## config.mk

```make
export PLATFORM = sky130hd
export DESIGN_NAME = spi_txn_sequencer
export DESIGN_NICKNAME = d
export VERILOG_FILES = /design/src/rtl/spi_txn_sequencer.sv
export SDC_FILE = /design/constraint.sdc
export NUM_CORES = 1
export LEC_CHECK = 0
export ABC_AREA = 1
export BUFFER_PORTS_ARGS = -buffer_cell sky130_fd_sc_hd__buf_2
export CAP_MARGIN = 25
export CELL_PAD_IN_SITES_DETAIL_PLACEMENT = 1
export CELL_PAD_IN_SITES_GLOBAL_PLACEMENT = 2
export CORE_ASPECT_RATIO = 1.1
export CORE_UTILIZATION = 27
export CTS_CLUSTER_DIAMETER = 150
export DETAILED_ROUTE_END_ITERATION = 8
export PLACE_DENSITY_LB_ADDON = 0.1
export SYNTH_ARGS = -nofsm -noshare
export SYNTH_HDL_FRONTEND = slang
export SYNTH_SLANG_ARGS = --single-unit
```

## constraint.sdc

```tcl
create_clock -name i_Clk -period 1.7 [get_ports i_Clk]
set_input_delay 0.34 -clock i_Clk [delete_from_list [all_inputs] [get_ports i_Clk]]
set_output_delay 0.34 -clock i_Clk [all_outputs]
set_load 0.005 [all_outputs]
```

## src/rtl/spi_txn_sequencer.sv

```systemverilog
// Command-to-byte sequencer for the AS6500 SPI control path: owns chip select and drives the
// byte-level SPI master one byte at a time. Optional watchdog enabled by SPI_SEQ_TIMEOUT_EN.
module spi_txn_sequencer #(
  parameter int unsigned CS_SETUP = 2,
  parameter int unsigned CS_HOLD  = 2,
  parameter int unsigned BYTE_GAP = 1,
  parameter int unsigned TIMEOUT  = 64
) (
  input  logic       i_Clk,
  input  logic       i_Rst_L,
  input  logic       i_cmd_valid,
  output logic       o_cmd_ready,
  input  logic [7:0] i_cmd_opcode,
  input  logic [3:0] i_cmd_len,
  input  logic       i_cmd_rd,
  input  logic [7:0] i_wr_byte,
  output logic       o_wr_ack,
  output logic       o_rd_dv,
  output logic [7:0] o_rd_byte,
  output logic       o_busy,
  output logic       o_done,
  output logic       o_err,
  output logic       o_spi_ssn,
  output logic [7:0] o_TX_Byte,
  output logic       o_TX_DV,
  input  logic       i_TX_Ready,
  input  logic       i_RX_DV,
  input  logic [7:0] i_RX_Byte
);

  typedef enum logic [2:0] {StIdle, StSetup, StSend, StWaitRx, StGap, StHold} state_e;

  localparam int unsigned SetupCyc = (CS_SETUP == 0) ? 1 : CS_SETUP;
  localparam int unsigned HoldCyc  = (CS_HOLD == 0) ? 1 : CS_HOLD;
  localparam int unsigned GapCyc   = (BYTE_GAP == 0) ? 1 : BYTE_GAP;
  localparam logic [7:0]  SetupLast = 8'(SetupCyc - 1);
  localparam logic [7:0]  HoldLast  = 8'(HoldCyc - 1);
  localparam logic [7:0]  GapLast   = 8'(GapCyc - 1);

  state_e     state_q, state_d;
  logic [7:0] cnt_q, cnt_d;
  logic [4:0] idx_q, idx_d, idx_inc;
  logic [7:0] op_q, op_d;
  logic [3:0] len_q, len_d;
  logic       rd_q, rd_d;
  logic       ssn_q, ssn_d;
  logic       cmd_ready_q, cmd_ready_d;
  logic       busy_q, busy_d;
  logic [7:0] tx_byte_q, tx_byte_d;
  logic       tx_dv_q, tx_dv_d;
  logic       rd_dv_q, rd_dv_d;
  logic [7:0] rd_byte_q, rd_byte_d;
  logic       done_q, done_d;
  logic       issue, wr_ack;

`ifdef SPI_SEQ_TIMEOUT_EN
  localparam logic [7:0] TimeoutLim = 8'((TIMEOUT == 0) ? 1 : TIMEOUT);
  logic [7:0] wd_q, wd_d;
  logic       abort_q, abort_d;
  logic       err_q, err_d;
`else
  logic unused_timeout;
  assign unused_timeout = (TIMEOUT != 0);
`endif

  always_comb begin
    state_d   = state_q;
    cnt_d     = cnt_q + 8'd1;
    idx_d     = idx_q;
    idx_inc   = idx_q + 5'd1;
    op_d      = op_q;
    len_d     = len_q;
    rd_d      = rd_q;
    ssn_d     = ssn_q;
    tx_byte_d = tx_byte_q;
    tx_dv_d   = 1'b0;
    rd_dv_d   = 1'b0;
    rd_byte_d = rd_byte_q;
    done_d    = 1'b0;
    issue     = 1'b0;
    wr_ack    = 1'b0;
`ifdef SPI_SEQ_TIMEOUT_EN
    wd_d      = wd_q + 8'd1;
    abort_d   = abort_q;
    err_d     = 1'b0;
`endif
    unique case (state_q)
      StIdle: begin
        if (i_cmd_valid && cmd_ready_q) begin
          op_d    = i_cmd_opcode;
          len_d   = i_cmd_len;
          rd_d    = i_cmd_rd;
          idx_d   = 5'd0;
          ssn_d   = 1'b0;
          state_d = StSetup;
`ifdef SPI_SEQ_TIMEOUT_EN
          abort_d = 1'b0;
`endif
        end
      end
      // The last SETUP/GAP cycle issues directly so the registered TX_DV lands on schedule.
      StSetup: begin
        if (cnt_q == SetupLast) begin
          if (i_TX_Ready) issue = 1'b1;
          else            state_d = StSend;
        end
      end
      StSend: begin
        if (i_TX_Ready) issue = 1'b1;
      end
      StWaitRx: begin
        if (i_RX_DV) begin
          if (rd_q && (idx_q != 5'd0)) begin
            rd_dv_d   = 1'b1;
            rd_byte_d = i_RX_Byte;
          end
          idx_d   = idx_inc;
          state_d = (idx_inc == ({1'b0, len_q} + 5'd1)) ? StHold : StGap;
        end
      end
      StGap: begin
        if (cnt_q == GapLast) begin
          if (i_TX_Ready) issue = 1'b1;
          else            state_d = StSend;
        end
      end
      StHold: begin
        if (cnt_q == HoldLast) begin
          state_d = StIdle;
          ssn_d   = 1'b1;
`ifdef SPI_SEQ_TIMEOUT_EN
          done_d  = !abort_q;
          err_d   = abort_q;
`else
          done_d  = 1'b1;
`endif
        end
      end
      default: state_d = StIdle;
    endcase

    if (issue) begin
      state_d = StWaitRx;
      tx_dv_d = 1'b1;
      if (idx_q == 5'd0) begin
        tx_byte_d = op_q;
      end else if (rd_q) begin
        tx_byte_d = 8'h00;
      end else begin
        tx_byte_d = i_wr_byte;
        wr_ack    = 1'b1;
      end
    end

`ifdef SPI_SEQ_TIMEOUT_EN
    if (((state_q == StSend) || (state_q == StWaitRx)) && (state_d == state_q) &&
        (wd_q == TimeoutLim)) begin
      state_d = StHold;
      abort_d = 1'b1;
      tx_dv_d = 1'b0;
    end
`endif

    if (state_d != state_q) begin
      cnt_d = 8'd0;
`ifdef SPI_SEQ_TIMEOUT_EN
      wd_d  = 8'd0;
`endif
    end
    // Ready reappears only after a full cycle in IDLE, i.e. the cycle after o_done.
    cmd_ready_d = (state_q == StIdle) && (state_d == StIdle);
    busy_d      = (state_d != StIdle);
  end

  always_ff @(posedge i_Clk or negedge i_Rst_L) begin
    if (!i_Rst_L) begin
      state_q     <= StIdle;
      cnt_q       <= 8'd0;
      idx_q       <= 5'd0;
      op_q        <= 8'h00;
      len_q       <= 4'd0;
      rd_q        <= 1'b0;
      ssn_q       <= 1'b1;
      cmd_ready_q <= 1'b1;
      busy_q      <= 1'b0;
      tx_byte_q   <= 8'h00;
      tx_dv_q     <= 1'b0;
      rd_dv_q     <= 1'b0;
      rd_byte_q   <= 8'h00;
      done_q      <= 1'b0;
`ifdef SPI_SEQ_TIMEOUT_EN
      wd_q        <= 8'd0;
      abort_q     <= 1'b0;
      err_q       <= 1'b0;
`endif
    end else begin
      state_q     <= state_d;
      cnt_q       <= cnt_d;
      idx_q       <= idx_d;
      op_q        <= op_d;
      len_q       <= len_d;
      rd_q        <= rd_d;
      ssn_q       <= ssn_d;
      cmd_ready_q <= cmd_ready_d;
      busy_q      <= busy_d;
      tx_byte_q   <= tx_byte_d;
      tx_dv_q     <= tx_dv_d;
      rd_dv_q     <= rd_dv_d;
      rd_byte_q   <= rd_byte_d;
      done_q      <= done_d;
`ifdef SPI_SEQ_TIMEOUT_EN
      wd_q        <= wd_d;
      abort_q     <= abort_d;
      err_q       <= err_d;
`endif
    end
  end

  assign o_cmd_ready = cmd_ready_q;
  assign o_wr_ack    = wr_ack;
  assign o_rd_dv     = rd_dv_q;
  assign o_rd_byte   = rd_byte_q;
  assign o_busy      = busy_q;
  assign o_done      = done_q;
  assign o_spi_ssn   = ssn_q;
  assign o_TX_Byte   = tx_byte_q;
  assign o_TX_DV     = tx_dv_q;
`ifdef SPI_SEQ_TIMEOUT_EN
  assign o_err       = err_q;
`else
  assign o_err       = 1'b0;
`endif

endmodule

```

==> Word level (Yosys, flattened, before mapping) <==
Index checks and enable logic that the tools add are counted.
{ "totals": {"ff_bits": 51, "wordCells": 74, "out_inout_bits": 24} }
{ "op_classes": {"n_reduce_logical": 15, "n_eq_ne": 11, "muxes": 31, "add_sub_neg": 3} }
{ "op_table": {"columns": ["op", "count"], "rows": [
  ["8-bit two-way mux", 3],
  ["3-bit two-way mux", 7],
  ["3-bit one-hot mux with 6 select lines", 1],
  ["1-bit two-way mux", 15],
  ["5-bit two-way mux", 2],
  ["5-bit one-hot mux with 2 select lines", 1],
  ["3-bit AND reduction", 3],
  ["8-bit by 1-bit adder with 8-bit output, second input constant", 1],
  ["8-bit by 1-bit equality test with 1-bit output, second input constant", 1],
  ["8-bit logical NOT", 1],
  ["3-bit by 2-bit equality test with 1-bit output, second input constant", 2],
  ["3-bit equality test, second input constant", 2],
  ["3-bit logical NOT", 2],
  ["2-bit != test, second input constant", 3],
  ["4-bit by 1-bit adder with 5-bit output, second input constant", 1],
  ["5-bit by 1-bit adder with 5-bit output, second input constant", 1],
  ["5-bit equality test", 1],
  ["5-bit logical NOT", 1],
  ["5-bit nonzero test", 1],
  ["2-bit nonzero test", 2],
  ["3-bit by 1-bit equality test with 1-bit output, second input constant", 1],
  ["1-bit logical AND", 3],
  ["3-bit != test", 1],
  ["1-bit one-hot mux with 3 select lines", 1],
  ["3 further kinds", 3]
]} }

==> Longest topological paths before layout <==
{ "depth": {"word_depth": 8, "ltp_mapped": 13, "ltp_nobuf": 13} }

==> Worst setup path before layout <==
No wires, ideal clock.
{ "synth_path": {"path_kind": "flip-flop to flip-flop", "start": "reg idx_q[0]", "end": "reg cnt_q[0]", "arrival_ns": 1.546, "path_slack_ns": 0.032, "path_stages_with_launch": 12, "n_path_buf": 0, "path_cell_list": "dfrtp_1 -> inv_1 -> ha_1 -> xor2_1 -> nor2_1 -> nand3_1 -> nor2_1 -> nand3_1 -> nand3_1 -> nand2_1 -> nand2_2 -> nor2_1"} }
{ "synth_between": {"elab_chain_len": 8} }
{ "synth_rtl": {"columns": ["element", "line", "source"], "rows": [
  ["start, declared", "42", "logic [4:0] idx_q, idx_d, idx_inc;"],
  ["start signal, assigned", "199", "idx_q <= idx_d;"],
  ["5-bit by 1-bit adder with 5-bit output", "70", "idx_inc = idx_q + 5'd1;"],
  ["5-bit equality test", "118", "state_d = (idx_inc == ({1'b0, len_q} + 5'd1)) ? StHold : StGap;"],
  ["1-bit two-way mux", "118", null],
  ["3-bit two-way mux", "112", "if (i_RX_DV) begin"],
  ["3-bit one-hot mux with 6 select lines", "87", "unique case (state_q)"],
  ["3-bit two-way mux", "142", "if (issue) begin"],
  ["via state_d[0]", "40", "state_e state_q, state_d;"],
  ["3-bit != test", "164", "if (state_d != state_q) begin"],
  ["8-bit two-way mux", "164", null],
  ["via cnt_d[0]", "41", "logic [7:0] cnt_q, cnt_d;"],
  ["end signal, assigned", "198", "cnt_q <= cnt_d;"],
  ["end, declared", "41", null]
]} }
The timed path passes the listed nets, and every way through them passes these cells.
A chain may end at the register's enable or synchronous reset.

==> Worst setup path in the final report <==
{ "layout_path": {"start": "reg cnt_q[1]", "end": "out o_wr_ack"} }
{ "layout_between": {"elab_chain_len": 4, "elab_cells_between_ends": 6, "cone_classes": "1 x eq/ne; 4 x mux; 1 x reduce/logical"} }
{ "layout_rtl": {"columns": ["element", "line", "source"], "rows": [
  ["8-bit by 1-bit equality test with 1-bit output / 8-bit logical NOT (equally long branches)", "103, 122", null],
  ["1-bit two-way mux, on equally long branches", "103, 122", null],
  ["1-bit one-hot mux with 3 select lines *", "87", null],
  ["1-bit two-way mux *", "142", null],
  ["end, declared", "17", "output logic o_wr_ack,"]
]} }
Every way passes the cells marked *; elsewhere a longest branch is shown, timed or not.

==> results.json <==
{
  "synth_fp_nets": 356,
  "top_usage_layer": "met2",
  "cts_root_buffer": "clkbuf_8",
  "clock_skew_ns": 0.0141,
  "worstSetupEndpoint": "o_wr_ack",
  "wl_um": 6850,
  "die_h_um": 103,
  "fin_ws_ns": -0.285,
  "synth_edf_count": 0,
  "r2r_cells": 15,
  "critPathCaptureType": "output port",
  "synth_cells": 316,
  "synth_warnings": 0,
  "cts_hold_buf": 0,
  "clkTransAtPathRegs_ns": 0.10,
  "crit_required_ns": 1.36,
  "cts_buffer_depth": 2,
  "ys_types": 27,
  "core-area_um2": 8920,
  "clock.fmax_mhz": 504,
  "synth.most_common_cell": "nand2_1",
  "synth_top_area_share_pct": 48.9,
  "finalHoldViolations": 0,
  "track_usage_pct": 14.9,
  "dp_hpwl_um": 4950,
  "grt_pass1_vias": 2349,
  "ys_ff_latch": 51,
  "cp-startpoint": "cnt_q[1]",
  "synth_common_cells": "nand2_1, dfrtp_1, inv_1",
  "synth_top_area_cell": "dfrtp_1",
  "min_period_ns": 1.98,
  "critical_path.startpoint_type": "register",
  "slowest_delay_ns": 0.41,
  "slew_violations": 0,
  "violations": "negative setup slack",
  "grt_use_met2_pct": 26.6,
  "drive_above_1_share_pct": 36.5,
  "setup_violations": 18,
  "drc": 0,
  "async_flop_share_pct": 100,
  "port_buffers": 56,
  "ir_worst_vdd_v": 0.000550,
  "place.gp.congestion": 0.735,
  "area_growth_pct": 41.9,
  "start_util_pct": 28.1,
  "cp_max_fo": 2,
  "vias": 2326,
  "numCtsBuffers": 5,
  "synth_area_leaders": "dfrtp_1, nand2_1, inv_1",
  "final_util_pct": 39.9,
  "grt_overflow_total": 0,
  "powerDensity_nw_per_um2": 1740,
  "synth.cell_area_um2": 2510,
  "viasPerCell": 4.39,
  "use_met1_pct": 18.0,
  "leakage_nw": 1.84,
  "reg2reg_to": "cnt_q[7]",
  "ioPinCount": 58,
  "r2r_setup_slack_ns": -0.20,
  "crit_type": "register to output port",
  "rr_startpoint": "cnt_q[0]",
  "placementRows": 36,
  "postRouteAntennaNets": 0,
  "fin_crit_sh_pct": 117,
  "dieArea_um2": 9670,
  "die-width_um": 93.9,
  "cts_sinks": 51,
  "first_pass_iters": 4,
  "dp_slack_ns": -0.107,
  "crit_chain": "inv_2 > ha_4 > nand2_4 > nor2_4 > nand2_2 > nand3_2 > nand2_4 > nor3_4 > buf_2",
  "crit_arrival_ns": 1.64,
  "min-delay-path-class": "input port to asynchronous set/reset pin",
  "cpMaxStageDelayCell": "dfrtp_1",
  "setup_tns_ns": -2.87,
  "cpMostUsedCell": "nand2_4",
  "nNetsFinal": 455,
  "detail_route.wl_per_cell_um": 12.9,
  "total_power_w": 0.00617,
  "cts_tree": "done",
  "h-tree-depth": 2,
  "grt_antenna_before_repair": 0,
  "outcome": "finished with violations",
  "maxCapViolations": 0,
  "clk_latency_ns": 0.31,
  "syn_area_per_cell_um2": 7.93,
  "rsz0062_at_grt": "true",
  "antennaDiodeCount": 0,
  "ys_seq_area_share_pct": 51.0,
  "grt_pass1_wl_um": 11200,
  "ys.flop_type": "dfrtp_1",
  "drt_iter0_drc": 69,
  "grt_util_met3_pct": 3.24,
  "grt_max_degree": 52
}
cell families (layout without fill, tap and decap cells):
kind of cell | Yosys count | in the layout | share of synthesized area (%)
adder cells (fa/ha/maj) | 6 | 6 | 3.00
AO/OA/AOI/OAI | 29 | 29 | 6.14
flip-flops | 51 | 51 | 51.0
other | 1 | 1 | 0.150
XOR/XNOR | 6 | 6 | 2.10
buffers and inverters | 43 | 143 | 6.94
AND/OR/NAND/NOR | 180 | 180 | 30.7
power by group:
part,switching (W),internal [W]
logic,0.00183,0.00143
registers,0.000334,0.00171
clock network,0.000429,0.000440
how the worst min path moves through the flow:
stage          startpoint      endpoint  slack, ns  cells after the start
3_3_place_gp      i_Rst_L      len_q[0]       0.36                      2
6_report          i_Rst_L      idx_q[2]      0.009                      2
3_5_place_dp      i_Rst_L      idx_q[3]       0.36                      2
5_1_grt           i_Rst_L  o_TX_Byte[4]       0.02                      2
4_1_cts           i_Rst_L      len_q[1]      0.008                      2
2_1_floorplan     i_Rst_L      cnt_q[0]       0.04                      0
stage by stage:
step / hold WS, ns / std cells / cell area [um^2]
2_1_floorplan: 0.0444 / 316 / 2510
3_3_place_gp: 0.364 / 508 / 3130
3_5_place_dp: 0.363 / 508 / 3130
4_1_cts: 0.00751 / 519 / 3280
5_1_grt: 0.0205 / 530 / 3560
6_report: 0.00861 / 530 / 3560
registers in the layout, summed over array words and instances, names as in the netlist:
signal,cells
cnt_q,8
idx_q,5
len_q,4
o_TX_Byte,8
o_TX_DV,1
o_busy,1
o_cmd_ready,1
o_done,1
o_rd_byte,8
o_rd_dv,1
o_spi_ssn,1
op_q,8
rd_q,1
state_q,3
metal layers:
layer / share of wire (%) / vias up
li1: - / 1173
met1: 43 / 1113
met2: 52 / 33
met3: 3.1 / 7
met4: 1.3 / 0
met5: 0 / -
cells in the final DEF, fill, tap and decap left out, types with 8 or more instances in the layout:
cell	instances
nand2_1	109
buf_2	56
dfrtp_1	49
inv_1	33
buf_4	32
nor2_1	22
nand3_1	11
nor2_2	9
o21ai_0	8
a21oi_2	8
o21ai_1	8
cell type report:
cell class	instances	area [um^2]
fillers	1100	5360
flip-flops and latches	51	1280
multi-input cells	222	1240
repair buffers	96	632
inverters	38	150
well taps	114	143
clock buffers	6	72.6
clock inverters	2	37.5
repair inverters	1	6.26
timing repair:
item / 4_1_cts / 5_1_grt
gates resized for setup: 8 / 61
setup buffers: 3 / 10
endpoints found under the setup margin: 18 / 35
gates cloned: 0 / 1
pin swaps: 8 / 13
critical path: cells and delay by family, from the launching register on:
family                   cells  cell delay (ns)
AND/OR/NAND/NOR              6             0.54
flip-flops                   1             0.41
buffers and inverters        2             0.25
adder cells (fa/ha/maj)      1             0.15
No activity file was read; power rests on OpenSTA's default activity.
